[config.mk]
export PLATFORM = sky130hd
export DESIGN_NAME = lmsm_sequencer
export DESIGN_NICKNAME = d
export VERILOG_FILES = /design/src/rtl/lmsm_sequencer.sv
export SDC_FILE = /design/constraint.sdc
export NUM_CORES = 1
export LEC_CHECK = 0
export ABC_AREA = 1
export CAP_MARGIN = 20
export CORE_MARGIN = 10
export CORE_UTILIZATION = 36
export CTS_BUF_LIST = sky130_fd_sc_hd__clkbuf_8
export CTS_CLUSTER_DIAMETER = 80
export DETAILED_ROUTE_END_ITERATION = 8
export HOLD_SLACK_MARGIN = 0.02
export PLACE_DENSITY = 0.81
export SLEW_MARGIN = 25
export SYNTH_ARGS = -nofsm -noshare
export SYNTH_HDL_FRONTEND = slang
export SYNTH_SLANG_ARGS = --single-unit
export TNS_END_PERCENT = 100
[constraint.sdc]
create_clock -name clk -period 1.4 [get_ports clk]
set_input_delay 0.21 -clock clk [delete_from_list [all_inputs] [get_ports clk]]
set_output_delay 0.21 -clock clk [all_outputs]
set_load 0.02 [all_outputs]
[src/rtl/lmsm_sequencer.sv]
// ============================================================================
// Module   : lmsm_sequencer
// Function : Load/store-multiple sequencer walking an 8-bit register list.
//            Optional macro LMSM_WRAP_ERR_EN turns address wrap into an error.
// Revision : 1.0
// ============================================================================
`default_nettype none

module lmsm_sequencer (
    input  logic        clk,
    input  logic        rst_n,
    input  logic        i_start,
    input  logic        i_is_store,
    input  logic [7:0]  i_reg_list,
    input  logic [15:0] i_base_addr,
    output logic [2:0]  o_rf_rd_addr,
    input  logic [15:0] i_rf_rd_data,
    output logic [2:0]  o_rf_wr_addr,
    output logic [15:0] o_rf_wr_data,
    output logic        o_rf_wr_en,
    output logic        o_pc_wr_en,
    output logic [15:0] o_mem_addr,
    output logic [15:0] o_mem_wr_data,
    output logic        o_mem_rd_en,
    output logic        o_mem_wr_en,
    input  logic        i_mem_ready,
    input  logic [15:0] i_mem_rd_data,
    output logic        o_busy,
    output logic        o_done,
    output logic        o_err
);

    typedef enum logic [1:0] {
        S_IDLE = 2'd0,
        S_XFER = 2'd1,
        S_DONE = 2'd2
    } state_t;

    state_t      r_state;
    state_t      w_state_nxt;
    logic [7:0]  r_list;
    logic [7:0]  w_list_nxt;
    logic [15:0] r_addr;
    logic [15:0] w_addr_nxt;
    logic        r_is_store;
    logic        w_is_store_nxt;
    logic [2:0]  w_idx;
    logic [7:0]  w_list_clr;
`ifdef LMSM_WRAP_ERR_EN
    logic        r_err;
    logic        w_err_nxt;
`endif

    // Lowest set bit wins: scan high to low so the last hit is the lowest.
    always_comb begin
        w_idx = 3'd0;
        for (int i = 7; i >= 0; i--) begin
            if (r_list[i]) begin
                w_idx = i[2:0];
            end
        end
    end

    assign w_list_clr = r_list & ~(8'd1 << w_idx);

    always_ff @(posedge clk or negedge rst_n) begin
        if (!rst_n) begin
            r_state    <= S_IDLE;
            r_list     <= 8'd0;
            r_addr     <= 16'd0;
            r_is_store <= 1'b0;
`ifdef LMSM_WRAP_ERR_EN
            r_err      <= 1'b0;
`endif
        end else begin
            r_state    <= w_state_nxt;
            r_list     <= w_list_nxt;
            r_addr     <= w_addr_nxt;
            r_is_store <= w_is_store_nxt;
`ifdef LMSM_WRAP_ERR_EN
            r_err      <= w_err_nxt;
`endif
        end
    end

    always_comb begin
        w_state_nxt    = r_state;
        w_list_nxt     = r_list;
        w_addr_nxt     = r_addr;
        w_is_store_nxt = r_is_store;
`ifdef LMSM_WRAP_ERR_EN
        w_err_nxt      = r_err;
`endif
        case (r_state)
            S_IDLE: begin
                if (i_start) begin
                    w_list_nxt     = i_reg_list;
                    w_addr_nxt     = i_base_addr;
                    w_is_store_nxt = i_is_store;
`ifdef LMSM_WRAP_ERR_EN
                    w_err_nxt      = 1'b0;
`endif
                    w_state_nxt    = (|i_reg_list) ? S_XFER : S_DONE;
                end
            end
            S_XFER: begin
                if (i_mem_ready) begin
                    w_list_nxt = w_list_clr;
                    w_addr_nxt = r_addr + 16'd1;
                    if (w_list_clr == 8'd0) begin
                        w_state_nxt = S_DONE;
                    end
`ifdef LMSM_WRAP_ERR_EN
                    // Leftover registers past 0xFFFF are abandoned, not wrapped.
                    else if (r_addr == 16'hFFFF) begin
                        w_state_nxt = S_DONE;
                        w_err_nxt   = 1'b1;
                    end
`endif
                end
            end
            S_DONE: begin
                w_state_nxt = S_IDLE;
            end
            default: begin
                w_state_nxt = S_IDLE;
            end
        endcase
    end

    always_comb begin
        o_rf_rd_addr  = 3'd0;
        o_rf_wr_addr  = 3'd0;
        o_rf_wr_data  = 16'd0;
        o_rf_wr_en    = 1'b0;
        o_pc_wr_en    = 1'b0;
        o_mem_addr    = 16'd0;
        o_mem_wr_data = 16'd0;
        o_mem_rd_en   = 1'b0;
        o_mem_wr_en   = 1'b0;
        o_busy        = 1'b0;
        o_done        = 1'b0;
        o_err         = 1'b0;
        case (r_state)
            S_XFER: begin
                o_busy     = 1'b1;
                o_mem_addr = r_addr;
                if (r_is_store) begin
                    o_rf_rd_addr  = w_idx;
                    o_mem_wr_data = i_rf_rd_data;
                    o_mem_wr_en   = 1'b1;
                end else begin
                    o_mem_rd_en  = 1'b1;
                    o_rf_wr_addr = w_idx;
                    o_rf_wr_data = i_mem_rd_data;
                    // R7 is the PC and goes through its own write port.
                    o_rf_wr_en   = i_mem_ready && (w_idx != 3'd7);
                    o_pc_wr_en   = i_mem_ready && (w_idx == 3'd7);
                end
            end
            S_DONE: begin
                o_done = 1'b1;
`ifdef LMSM_WRAP_ERR_EN
                o_err  = r_err;
`endif
            end
            default: begin
                o_done = 1'b0;
            end
        endcase
    end

endmodule

`default_nettype wire

; ---- Word-level counts from Yosys, hierarchy flattened
; Cells that the tools add are included.
[word_totals]
reg_bits = 27
latch_bits = 0
ramBits = 0
mem_bits_ro = 0
output_inout_bits = 61
memories = 0
[op_classes]
addsub = 1
mul = 0
div = 0
order_cmp = 0
eq_ne = 7
shifts = 1
n_mux = 38
bitwise_logic = 2
reduce_logical = 9
[op_table]
columns = operator, n
row1 = two-way mux 16 bit, 7
row2 = two-way mux 3 bit, 12
row3 = case mux 16 bit (2 select lines), 1
row4 = adder 16 x 1 -> 16 bit (second input constant), 1
row5 = two-way mux 8 bit, 2
row6 = case mux 8 bit (2 select lines), 1
row7 = two-way mux 1 bit, 10
row8 = bitwise AND 8 bit, 1
row9 = logical NOT 8 bit, 1
row10 = two-way mux 2 bit, 4
row11 = NOT 8 bit, 1
row12 = OR reduction 8 bit, 1
row13 = << shifter 1 x 3 -> 8 bit (first input constant), 1
row14 = inequality test 2 bit (second input constant), 3
row15 = AND reduction 3 bit, 2
row16 = case mux 2 bit (2 select lines), 1
row17 = == test 3 bit (second input constant), 1
row18 = inequality test 3 bit (second input constant), 1
row19 = == test 2 x 1 -> 1 bit (second input constant), 1
row20 = == test 2 bit (second input constant), 1
row21 = logical AND 1 bit, 2
row22 = logical NOT 2 bit, 1
row23 = AND reduction 2 bit, 1
row24 = nonzero test 2 bit, 1

; ---- Longest topological paths before layout
; Gate-level depths: netlist of the first run.
[depth]
depth_word = 15
mapped_depth = 13
ltp_nobuf = 13

; ---- Least setup slack after synthesis of the first run
; OpenSTA, ideal clock, no wires.
[synth_timing]
kind = register -> output
start = register r_state[0]
end = output o_pc_wr_en
arrival_ns = 1.719
required_time_ns = 1.190
slack_ns = -0.529
stages_incl_launch_ff = 8
path_buffers = 3
cell_sequence = dfrtp_1 > buf_6 > nand2_1 > buf_4 > buf_2 > nor2_2 > inv_1 > nor3_1
[synth_between]
elab_chain_cells = 2
[synth_rtl]
columns = element, line
row1 = start: declaration, 39  ; state_t r_state;
row2 = start signal: assignment, 76  ; r_state <= w_state_nxt;
row3 = == test 2 x 1 -> 1 bit, 144  ; case (r_state)
row4 = two-way mux 1 bit, 144
row5 = end: declaration, 21  ; output logic o_pc_wr_en,
; Every way passes these cells.

; ---- Final worst setup path of the first run
[layout_timing]
start = register r_list[1]
end = output o_rf_wr_addr[2]
[layout_between]
elab_chain_cells = 4
[layout_rtl]
columns = element, line
row1 = start: declaration, 41  ; logic [7:0] r_list;
row2 = start signal: assignment, 77  ; r_list <= w_list_nxt;
row3 = two-way mux 3 bit (2 in series), 58  ; if (r_list[i]) begin
row4 = two-way mux 3 bit, 148  ; if (r_is_store) begin
row5 = two-way mux 3 bit, 144
row6 = end: declaration, 18  ; output logic [2:0] o_rf_wr_addr,
; Every way passes these cells.

==> results of run 1 <==
==> synthesized netlist by cell type, types with 5 or more instances <==
cell type  instances  area (um2)
nand2_1           79         297
nor2_1            79         297
inv_1             38         143
dfrtp_1           27         676
a21oi_1           16        80.1
nand3_1           11        55.1
o21ai_1           11        55.1
o21ai_0            9        45.0
a31oi_1            8        50.1
buf_2              8        40.0
nand4_1            8        50.1
o22ai_1            6        37.5
buf_6              5        56.3
==> kinds of logic after synthesis <==
group,share of synthesized area [%]
AO/OA/AOI/OAI,16.5
XOR/XNOR,0.395
adder cells (fa/ha/maj),0.564
buffers and inverters,13.7
flip-flops,30.5
other,0.169
AND/OR/NAND/NOR,38.2
==> final cells by class <==
cell class,instances,area (um2),share of cell area (%)
Sequential cell,27,678,12.2
Clock inverter,1,3.75,0.0673
Clock buffer,3,41.3,0.740
Timing Repair Buffer,232,2480,44.6
Multi-Input combinational cell,259,2070,37.1
Tap cell,75,93.8,1.68
Inverter,46,206,3.70
==> per-stage QoR <==
| step | hold slack, ns | util, % | worst slack (ns) |
|---|---|---|---|
| final | 0.301 | 93.6 | -0.509 |
| after detailed placement | 0.484 | 71.5 | -0.535 |
| after global routing | 0.329 | 93.6 | -0.536 |
| after floorplan | -0.0856 | - | -0.153 |
| after CTS | 0.326 | 82.5 | -0.305 |
| after global placement | 0.465 | 71.5 | -0.474 |
==> state kept, by name, indices dropped and copies added (netlist names) <==
name        flops
r_addr         16
r_is_store      1
r_state         2
r_list          8
==> final timing paths <==
check | endpoint | slack [ns] | cells after the start
max in group asynchronous | r_is_store | 0.78 | 2
min in group clk | r_addr[3] | 0.50 | 3
max | o_rf_wr_addr[2] | -0.51 | 6
min | r_addr[15] | 0.30 | 2
max reg2reg | r_state[0] | -0.48 | 12
min reg2reg | r_addr[14] | 0.54 | 2
==> timing repair <==
item,4_1_cts,5_1_grt
pin swaps,41,43
endpoints found under the setup margin,86,86
gates resized for setup,455,109
cloned,5,5
hold endpoints to repair,0,0
setup buffers,15,21
==> power by group through the flow <==
stage          clock (uW)  combinational, uW  sequential [uW]
4_1_cts               471              10300             1470
3_3_place_gp            0               8150             1420
2_1_floorplan           0               4660             1460
6_report              493              13300             1600
3_5_place_dp            0               8340             1450
5_1_grt               516              13700             1610
==> metal layers <==
layer	vias up	track usage (%)	wire (um)
met5	-	0	0
met4	0	5.51	699
met3	78	5.24	1440
met2	311	39.0	7740
met1	1843	24.1	5440
li1	1566	-	-
==> impl_metrics.py, run 1 <==
metrics = {
    "final_layout": {
        "n_fill_cell": 197,
        "areaGrowthSynthToFinish_pct": 152,
        "drive_gt1_share_pct": 57.0,
        "fin_cells": 643,
        "fin_area_um2": 5580,
        "mostFrequentLayoutCells": "buf_4 (76), buf_6 (72), nor2_4 (61), nand2_1 (61), clkdlybuf4s50_1 (60)",
        "nNetsFinal": 631,
        "diodes": 0,
        "final_common_cell": "buf_4",
    },
    "sta": {
        "max_freq_mhz": 524,
        "fin_setup_tns_ns": -21.54,
        "finalSetupViolCount": 86,
        "setup_ws_ns": -0.509,
        "grt_setup_unrepaired": "true",
        "hold_violations": 0,
        "final.period_utilization_pct": 136,
        "fin_skew_ns": 0.00562,
        "fin_crit_ns": 1.91,
        "drv_slew": 0,
    },
    "detailed_routing": {
        "wirelength_um": 15300,
        "first_pass_iters": 5,
        "drtIter0Drc": 294,
        "drcViolationCount": 0,
        "num_vias": 3798,
        "routedWlPerCell_um": 23.8,
        "antenna_left": 0,
        "avgViaCountPerCell": 5.91,
    },
    "logic_synthesis": {
        "synth_top_flop_cell": "dfrtp_1",
        "ys_warn_count": 0,
        "ys_async_sr_fraction_pct": 100,
        "synth_area_um2": 2220,
        "synth_fp_nets": 412,
        "postSynthAreaPerCell_um2": 6.33,
        "synth_seq_cells": 27,
        "synth_edf_count": 0,
        "synth_cells": 350,
        "seq_area_frac_synth_pct": 30.5,
        "yosysUniqueCellTypes": 38,
    },
    "grt": {
        "gr-total-overflow": 0,
        "grt_pass1_wl_um": 17400,
        "track_usage_pct": 21.3,
        "antenna_found_initial": 0,
        "grt_pass1_vias": 3470,
        "grt_max_degree": 28,
    },
    "power": {
        "powerDensity_nw_per_um2": 2750,
        "totalPowerFinal_uw": 15300,
        "switching_share_pct": 51.0,
        "power.switching_uw": 7830,
        "vdd_drop_max_uv": 1860,
        "combPwrFrac_pct": 86.4,
        "pwr-share-seq_pct": 10.4,
        "p_int_uw": 7520,
        "p_leak_uw": 0.00248,
        "clockPowerShare_pct": 3.2,
    },
    "setup_path": {
        "crit_path_start": "r_list[1]",
        "crit_top_cell": "nor2_2",
        "end_kind": "primary output",
        "r2r-start": "r_list[1]",
        "crit_chain": "nor2_2 -> nand3_2 -> nor2_1 -> inv_1 -> nor2_2 -> buf_6",
        "crit_type": "reg -> out",
        "crit_fanout": 3,
        "max_stage_delay_ns": 0.43,
        "required_ns": 1.19,
        "slowest_stage": "dfrtp_1",
        "startpoint_type": "flip-flop",
        "path_delay_family": "simple AND/OR/NAND/NOR gates",
        "arrival_ns": 1.70,
        "path_buf_inv": 2,
    },
    "placed_design": {
        "place.gp.congestion": 0.873,
        "dp_cells": 601,
        "hpwl_um": 7430,
        "io_buffers": 120,
        "place_area_um2": 4260,
    },
    "clock_tree": {
        "cts_htree_levels": 1,
        "cts_hold_buf": 0,
        "cts_made_buffers": 3,
        "cts_tree": "yes",
        "cts_sinks": 27,
        "clockBufferDepth": 2,
        "cts-root-buf": "clkbuf_8",
        "clk_latency_ns": 0.29,
        "path_clk_slew_ns": 0.11,
    },
    "status": {
        "status": "complete, but fails checks",
        "violations": "setup timing",
    },
    "die": {
        "chipHeight_um": 98.5,
        "rows": 28,
        "pin_count": 122,
        "dieArea_um2": 9700,
        "start_util_pct": 37.2,
        "die_x_um": 98.5,
        "core_area_um2": 5960,
    },
    "min_path": {
        "min_path_type": "in -> async",
    },
    "run": {
        "maxCapViolCount": 0,
    },
}
(Power assumes the default switching activity.)
==> run 2: changes to the inputs <==
Settings changed: ABC_AREA 1 to 0, CORE_UTILIZATION 36 to 40, PLACE_DENSITY 0.81 to 0.87.
Clock period 1.4 ns to 2.05 ns, I/O delays scaled along.
==> run 2 against run 1 <==
  * The run now ends clean
  * Non-clock buffer count is 83 lower
  * Clock skew grew 0.0017 ns
  * Sequential power shrank 29%
  * Wire length shrank 44%
  * Sequential share of layout area increased by 7.2 points
  * Area after synthesis shrank 4.5%
  * Synthesized cell count fell by 22%
  * Setup slack better by 0.56 ns
  * Critical path depth is 1 lower
  * Via count shrank 31%
  * Sequential cell count unchanged
  * Total power is 67% lower
==> impl_metrics.py, run 2 <==
metrics = {
    "detailed_routing": {
        "wirelength_um": 8620,
        "avgViaCountPerCell": 5.52,
        "routedWlPerCell_um": 18.2,
        "drcViolationCount": 0,
        "antenna_left": 0,
        "first_pass_iters": 6,
        "drtIter0Drc": 204,
        "num_vias": 2615,
    },
    "status": {
        "status": "complete, no violations",
    },
    "logic_synthesis": {
        "synth_area_um2": 2120,
        "yosysUniqueCellTypes": 55,
        "yosysTopAreaCell": "dfrtp_1",
        "yosysMostFrequentCell": "and2_1",
        "synthTopCellsByArea": "dfrtp_1 (32%), and2_1 (8.6%), and3_1 (5.6%)",
        "synth_edf_count": 0,
        "ys_warn_count": 0,
        "synth_seq_cells": 27,
        "synth_top_flop_cell": "dfrtp_1",
        "synth_fp_nets": 334,
        "synth_cells": 272,
        "yosysTopAreaCellShare_pct": 31.9,
        "ys_async_sr_fraction_pct": 100,
        "synthTopCellsByCount": "and2_1 (29), dfrtp_1 (27), nor2_1 (25)",
        "postSynthAreaPerCell_um2": 7.79,
        "seq_area_frac_synth_pct": 31.9,
    },
    "die": {
        "chipHeight_um": 92.8,
        "core_area_um2": 5110,
        "rows": 26,
        "pin_count": 122,
        "start_util_pct": 41.5,
        "dieArea_um2": 8610,
        "die_x_um": 92.8,
    },
    "sta": {
        "final.period_utilization_pct": 97.6,
        "hold_violations": 0,
        "max_freq_mhz": 500,
        "finalSetupViolCount": 0,
        "drv_slew": 0,
        "fin_crit_ns": 2.00,
        "fin_skew_ns": 0.00736,
        "grt_setup_unrepaired": "false",
    },
    "final_layout": {
        "largest_reg_flops": 16,
        "diodes": 0,
        "final_util_pct": 68.4,
        "final_common_cell": "clkdlybuf4s50_1",
        "largest_registers": "r_addr (16), r_list (8), r_state (2)",
        "drive_gt1_share_pct": 21.5,
        "n_fill_cell": 426,
        "top_register": "r_addr",
        "mostFrequentLayoutCells": "clkdlybuf4s50_1 (61), and2_1 (29), buf_4 (27)",
        "areaGrowthSynthToFinish_pct": 65.0,
        "fin_cells": 474,
        "nNetsFinal": 467,
    },
    "placed_design": {
        "dp_cells": 469,
        "hpwl_um": 6900,
        "io_buffers": 120,
        "place.gp.congestion": 0.937,
    },
    "power": {
        "p_leak_uw": 0.00160,
        "vdd_drop_max_uv": 692,
        "powerDensity_nw_per_um2": 1470,
        "totalPowerFinal_uw": 5130,
    },
    "setup_path": {
        "crit_fanout": 33,
        "startpoint_type": "flip-flop",
        "crit_type": "reg -> out",
        "required_ns": 1.74,
        "arrival_ns": 1.69,
        "end_kind": "primary output",
    },
    "clock_tree": {
        "cts_hold_buf": 0,
        "clk_latency_ns": 0.28,
        "cts_tree": "yes",
        "cts-root-buf": "clkbuf_8",
        "cts_htree_levels": 1,
        "cts_made_buffers": 3,
        "cts_sinks": 27,
        "clockBufferDepth": 2,
        "path_clk_slew_ns": 0.10,
    },
    "grt": {
        "grt_max_degree": 34,
        "track_usage_pct": 19.1,
        "grt_pass1_vias": 2720,
        "antenna_found_initial": 0,
        "gr-total-overflow": 0,
        "grt_pass1_wl_um": 13700,
    },
    "min_path": {
        "min_path_type": "in -> async",
    },
    "run": {
        "maxCapViolCount": 0,
    },
}
[run 2: changes by cell type after synthesis, sizes merged, moves of 7 or more]
| cell | delta |
|---|---|
| a22o | +7 |
| and2 | +29 |
| and3 | +19 |
| clkbuf | +8 |
| inv | -33 |
| nand2 | -59 |
| nor2 | -57 |
[run 2: layout make-up]
cell class,count,area (um2),share of cell area [%]
repair buffers,149,1340,38.2
clock buffers,3,41.3,1.18
clock inverters,1,3.75,0.107
flip-flops and latches,27,678,19.4
well taps,70,87.6,2.51
inverters,9,33.8,0.966
multi-input cells,215,1320,37.7
[run 2: report_power, final]
| group | switching [uW] | total [uW] | leakage [uW] | internal [uW] |
|---|---|---|---|---|
| combinational | 2060 | 3680 | 0.00124 | 1620 |
| sequential | 348 | 1140 | 0.000328 | 788 |
| clock | 177 | 312 | 0.0000269 | 135 |
[run 2: critical path: stages (launching register included)]
cell and delay [ns]:
dfrtp_1 0.41, nand2b_2 0.24, inv_2 0.11, buf_12 0.16, and3_1 0.16, clkdlybuf4s15_1 0.31
[run 2: final timing paths]
kind | from | end | slack [ns] | cells after the start
setup / recovery | r_state[1] | o_mem_wr_data[12] | 0.05 | 5
hold / removal | rst_n | r_addr[15] | 0.41 | 2
setup reg to reg | r_addr[0] | r_addr[12] | 0.21 | 6
hold reg to reg | r_addr[10] | r_addr[10] | 0.58 | 2
max in group asynchronous | rst_n | r_list[3] | 1.35 | 2
min in group clk | i_is_store | r_is_store | 0.55 | 3
[run 2: cells by family after synthesis]
logic type	after synthesis	share of synthesized area (%)
buf+inv	30	6.91
xor+xnor	1	0.414
mux	2	0.945
other cells	1	0.177
fa+ha+maj	3	1.59
flops	27	31.9
simple gates	137	35.9
compound gates	71	22.2
[run 2: metrics by stage]
stage | worst slack [ns] | area (um2) | hold slack (ns) | setup TNS (ns)
2_1_floorplan | 0.241 | 2120 | 0.0119 | 0
6_report | 0.0487 | 3500 | 0.408 | 0
3_5_place_dp | -0.0813 | 3520 | 0.553 | -0.202
5_1_grt | 0.000406 | 3500 | 0.426 | 0
3_3_place_gp | -0.0211 | 3520 | 0.532 | -0.0211
4_1_cts | -0.0148 | 3550 | 0.424 | -0.0169
[run 2: what timing repair did]
action / 4_1_cts / 5_1_grt
resized for setup: 106 / 55
setup buffers: 0 / 1
setup endpoints to repair: 59 / 46
[run 2: routing by layer]
metal	wire length [um]	global-route usage, %	share of wire (%)
met5	0	0	0
met1	3030	19.8	35
met4	127	5.78	1.5
met3	1170	9.77	14
met2	4290	33.0	50
==> run 3: changes to the inputs <==
Settings changed: CORE_MARGIN 10 to 2.
==> run 3 against run 2 <==
  * Register-to-register slack worse by 0.03 ns
  * Critical endpoint is now o_rf_wr_en
  * Hold slack got worse by 0.014 ns
  * Sequential cell count is the same
  * Die area is 32% lower
  * Via count is 0.11% higher
  * Critical path depth did not move
  * Core utilization rose by 0.34 points
  * Wire length decreased by 12%
  * Critical path type unchanged
==> impl_metrics.py, run 3 (same netlist as run 2, synthesis figures left out) <==
metrics = {
    "status": {
        "status": "complete, no violations",
    },
    "die": {
        "rows": 26,
        "pin_count": 122,
        "dieArea_um2": 5890,
        "chipHeight_um": 76.8,
        "core_area_um2": 5110,
        "die_x_um": 76.8,
        "start_util_pct": 41.5,
    },
    "grt": {
        "antenna_found_initial": 0,
        "track_usage_pct": 26.2,
        "gr-total-overflow": 0,
        "grt_pass1_vias": 2734,
        "grt_max_degree": 28,
        "grt_pass1_wl_um": 12700,
    },
    "setup_path": {
        "crit_type": "reg -> out",
        "required_ns": 1.74,
        "rr_worst_depth": 7,
        "startpoint_type": "flip-flop",
        "r2r_setup_slack_ns": 0.18,
        "crit_fanout": 6,
        "r2r-start": "r_addr[0]",
        "arrival_ns": 1.67,
        "r2r-end": "r_addr[14]",
        "path_buf_inv": 2,
        "end_kind": "primary output",
        "slowest_stage": "dfrtp_2",
        "max_stage_delay_ns": 0.45,
        "crit_chain": "buf_4 -> or4_4 -> nor3_4 -> nor2_1 -> buf_2",
        "path_delay_family": "simple AND/OR/NAND/NOR gates",
    },
    "detailed_routing": {
        "num_vias": 2618,
        "first_pass_iters": 4,
        "drtIter0Drc": 160,
        "drcViolationCount": 0,
        "wirelength_um": 7600,
        "avgViaCountPerCell": 5.42,
        "antenna_left": 0,
        "routedWlPerCell_um": 15.7,
    },
    "clock_tree": {
        "clk_latency_ns": 0.28,
        "clockBufferDepth": 2,
        "cts_sinks": 27,
        "cts_htree_levels": 1,
        "cts_made_buffers": 3,
        "cts_tree": "yes",
        "path_clk_slew_ns": 0.10,
        "cts-root-buf": "clkbuf_8",
        "cts_hold_buf": 0,
    },
    "power": {
        "clockPowerShare_pct": 6.1,
        "pwr-share-seq_pct": 21.2,
        "combPwrFrac_pct": 72.7,
        "powerDensity_nw_per_um2": 1490,
        "power.switching_uw": 2610,
        "switching_share_pct": 49.8,
        "p_leak_uw": 0.00166,
        "p_int_uw": 2630,
        "vdd_drop_max_uv": 730,
    },
    "final_layout": {
        "fin_area_um2": 3510,
        "largest_registers": "r_addr (16), r_list (8), r_state (2)",
        "diodes": 0,
        "final-seq-area_um2": 677,
        "areaGrowthSynthToFinish_pct": 65.9,
        "mostFrequentLayoutCells": "clkdlybuf4s50_1 (61), buf_4 (37), and2_1 (29), clkbuf_2 (29), dfrtp_1 (26)",
        "largest_reg_flops": 16,
        "n_fill_cell": 435,
        "drive_gt1_share_pct": 24.0,
        "fin_cells": 483,
        "multi_input_area_um2": 1340,
        "nNetsFinal": 476,
        "final_util_pct": 68.8,
        "final_common_cell": "clkdlybuf4s50_1",
        "top_register": "r_addr",
    },
    "min_path": {
        "min_path_type": "in -> async",
    },
    "sta": {
        "fin_skew_ns": 0.00541,
        "grt_setup_unrepaired": "false",
        "fin_crit_ns": 1.97,
        "final.period_utilization_pct": 96.2,
        "drv_slew": 0,
        "hold_violations": 0,
        "max_freq_mhz": 507,
        "finalSetupViolCount": 0,
        "fin_setup_tns_ns": 0,
    },
    "placed_design": {
        "io_buffers": 120,
        "dp_cells": 477,
        "place_area_um2": 3590,
        "place.gp.congestion": 0.883,
        "hpwl_um": 5970,
    },
    "run": {
        "maxCapViolCount": 0,
    },
}
## run 3: worst reg2reg max path, stage by stage (launching register included)
cell and delay, ns:
dfrtp_1 0.50, ha_1 0.28, nand2_1 0.11, nor3_2 0.23, buf_4 0.16, nor4b_1 0.26, a21oi_1 0.07, o21ai_0 0.17
## run 3: cell type report
class	count	share of cell area (%)
Timing Repair Buffer	158	37.9
Inverter	9	0.962
Clock buffer	3	1.18
Sequential cell	27	19.3
Multi-Input combinational cell	215	38.0
Clock inverter	1	0.214
Tap cell	70	2.49
## run 3: worst max-delay path by stage
| stage | from | end | slack [ns] | cells past startpoint |
|---|---|---|---|---|
| 2_1_floorplan | r_state[1] | o_rf_rd_addr[0] | 0.24 | 6 |
| 3_3_place_gp | r_list[3] | o_rf_wr_en | -0.02 | 4 |
| 3_5_place_dp | r_list[3] | o_rf_wr_en | -0.05 | 4 |
| 4_1_cts | r_state[1] | o_mem_wr_data[5] | -0.002 | 5 |
| 5_1_grt | r_state[1] | o_mem_addr[14] | 0.006 | 5 |
| 6_report | r_list[0] | o_rf_wr_en | 0.08 | 5 |
## run 3: timing repair
item	CTS	global route
setup endpoints to repair	59	54
buffers inserted	0	2
pin swaps	0	1
resized for setup	99	57
## run 3: power by group through the flow
stage / clock network, uW / logic (uW) / registers [uW]
2_1_floorplan: 0 / 2290 / 1000
3_3_place_gp: 0 / 3890 / 1080
3_5_place_dp: 0 / 3980 / 1110
4_1_cts: 327 / 3760 / 1100
5_1_grt: 355 / 4140 / 1160
6_report: 319 / 3810 / 1110
## run 3: layer usage
metal  up-vias  GRT usage (%)  part of all wire, %
met5         -              0                    0
met4         0           7.82                  1.9
met3        16           3.29                  6.3
met2       126           47.5                   52
met1      1221           32.1                   40
li1       1255              -                    -
## run 3: through the flow
step	total power, uW	setup WS [ns]	hold WS (ns)
final	5240	0.0771	0.394
after global routing	5650	0.00598	0.415
after CTS	5190	-0.00226	0.412
after detailed placement	5080	-0.0508	0.546
after global placement	4980	-0.0204	0.515
after floorplan	3290	0.241	0.0119
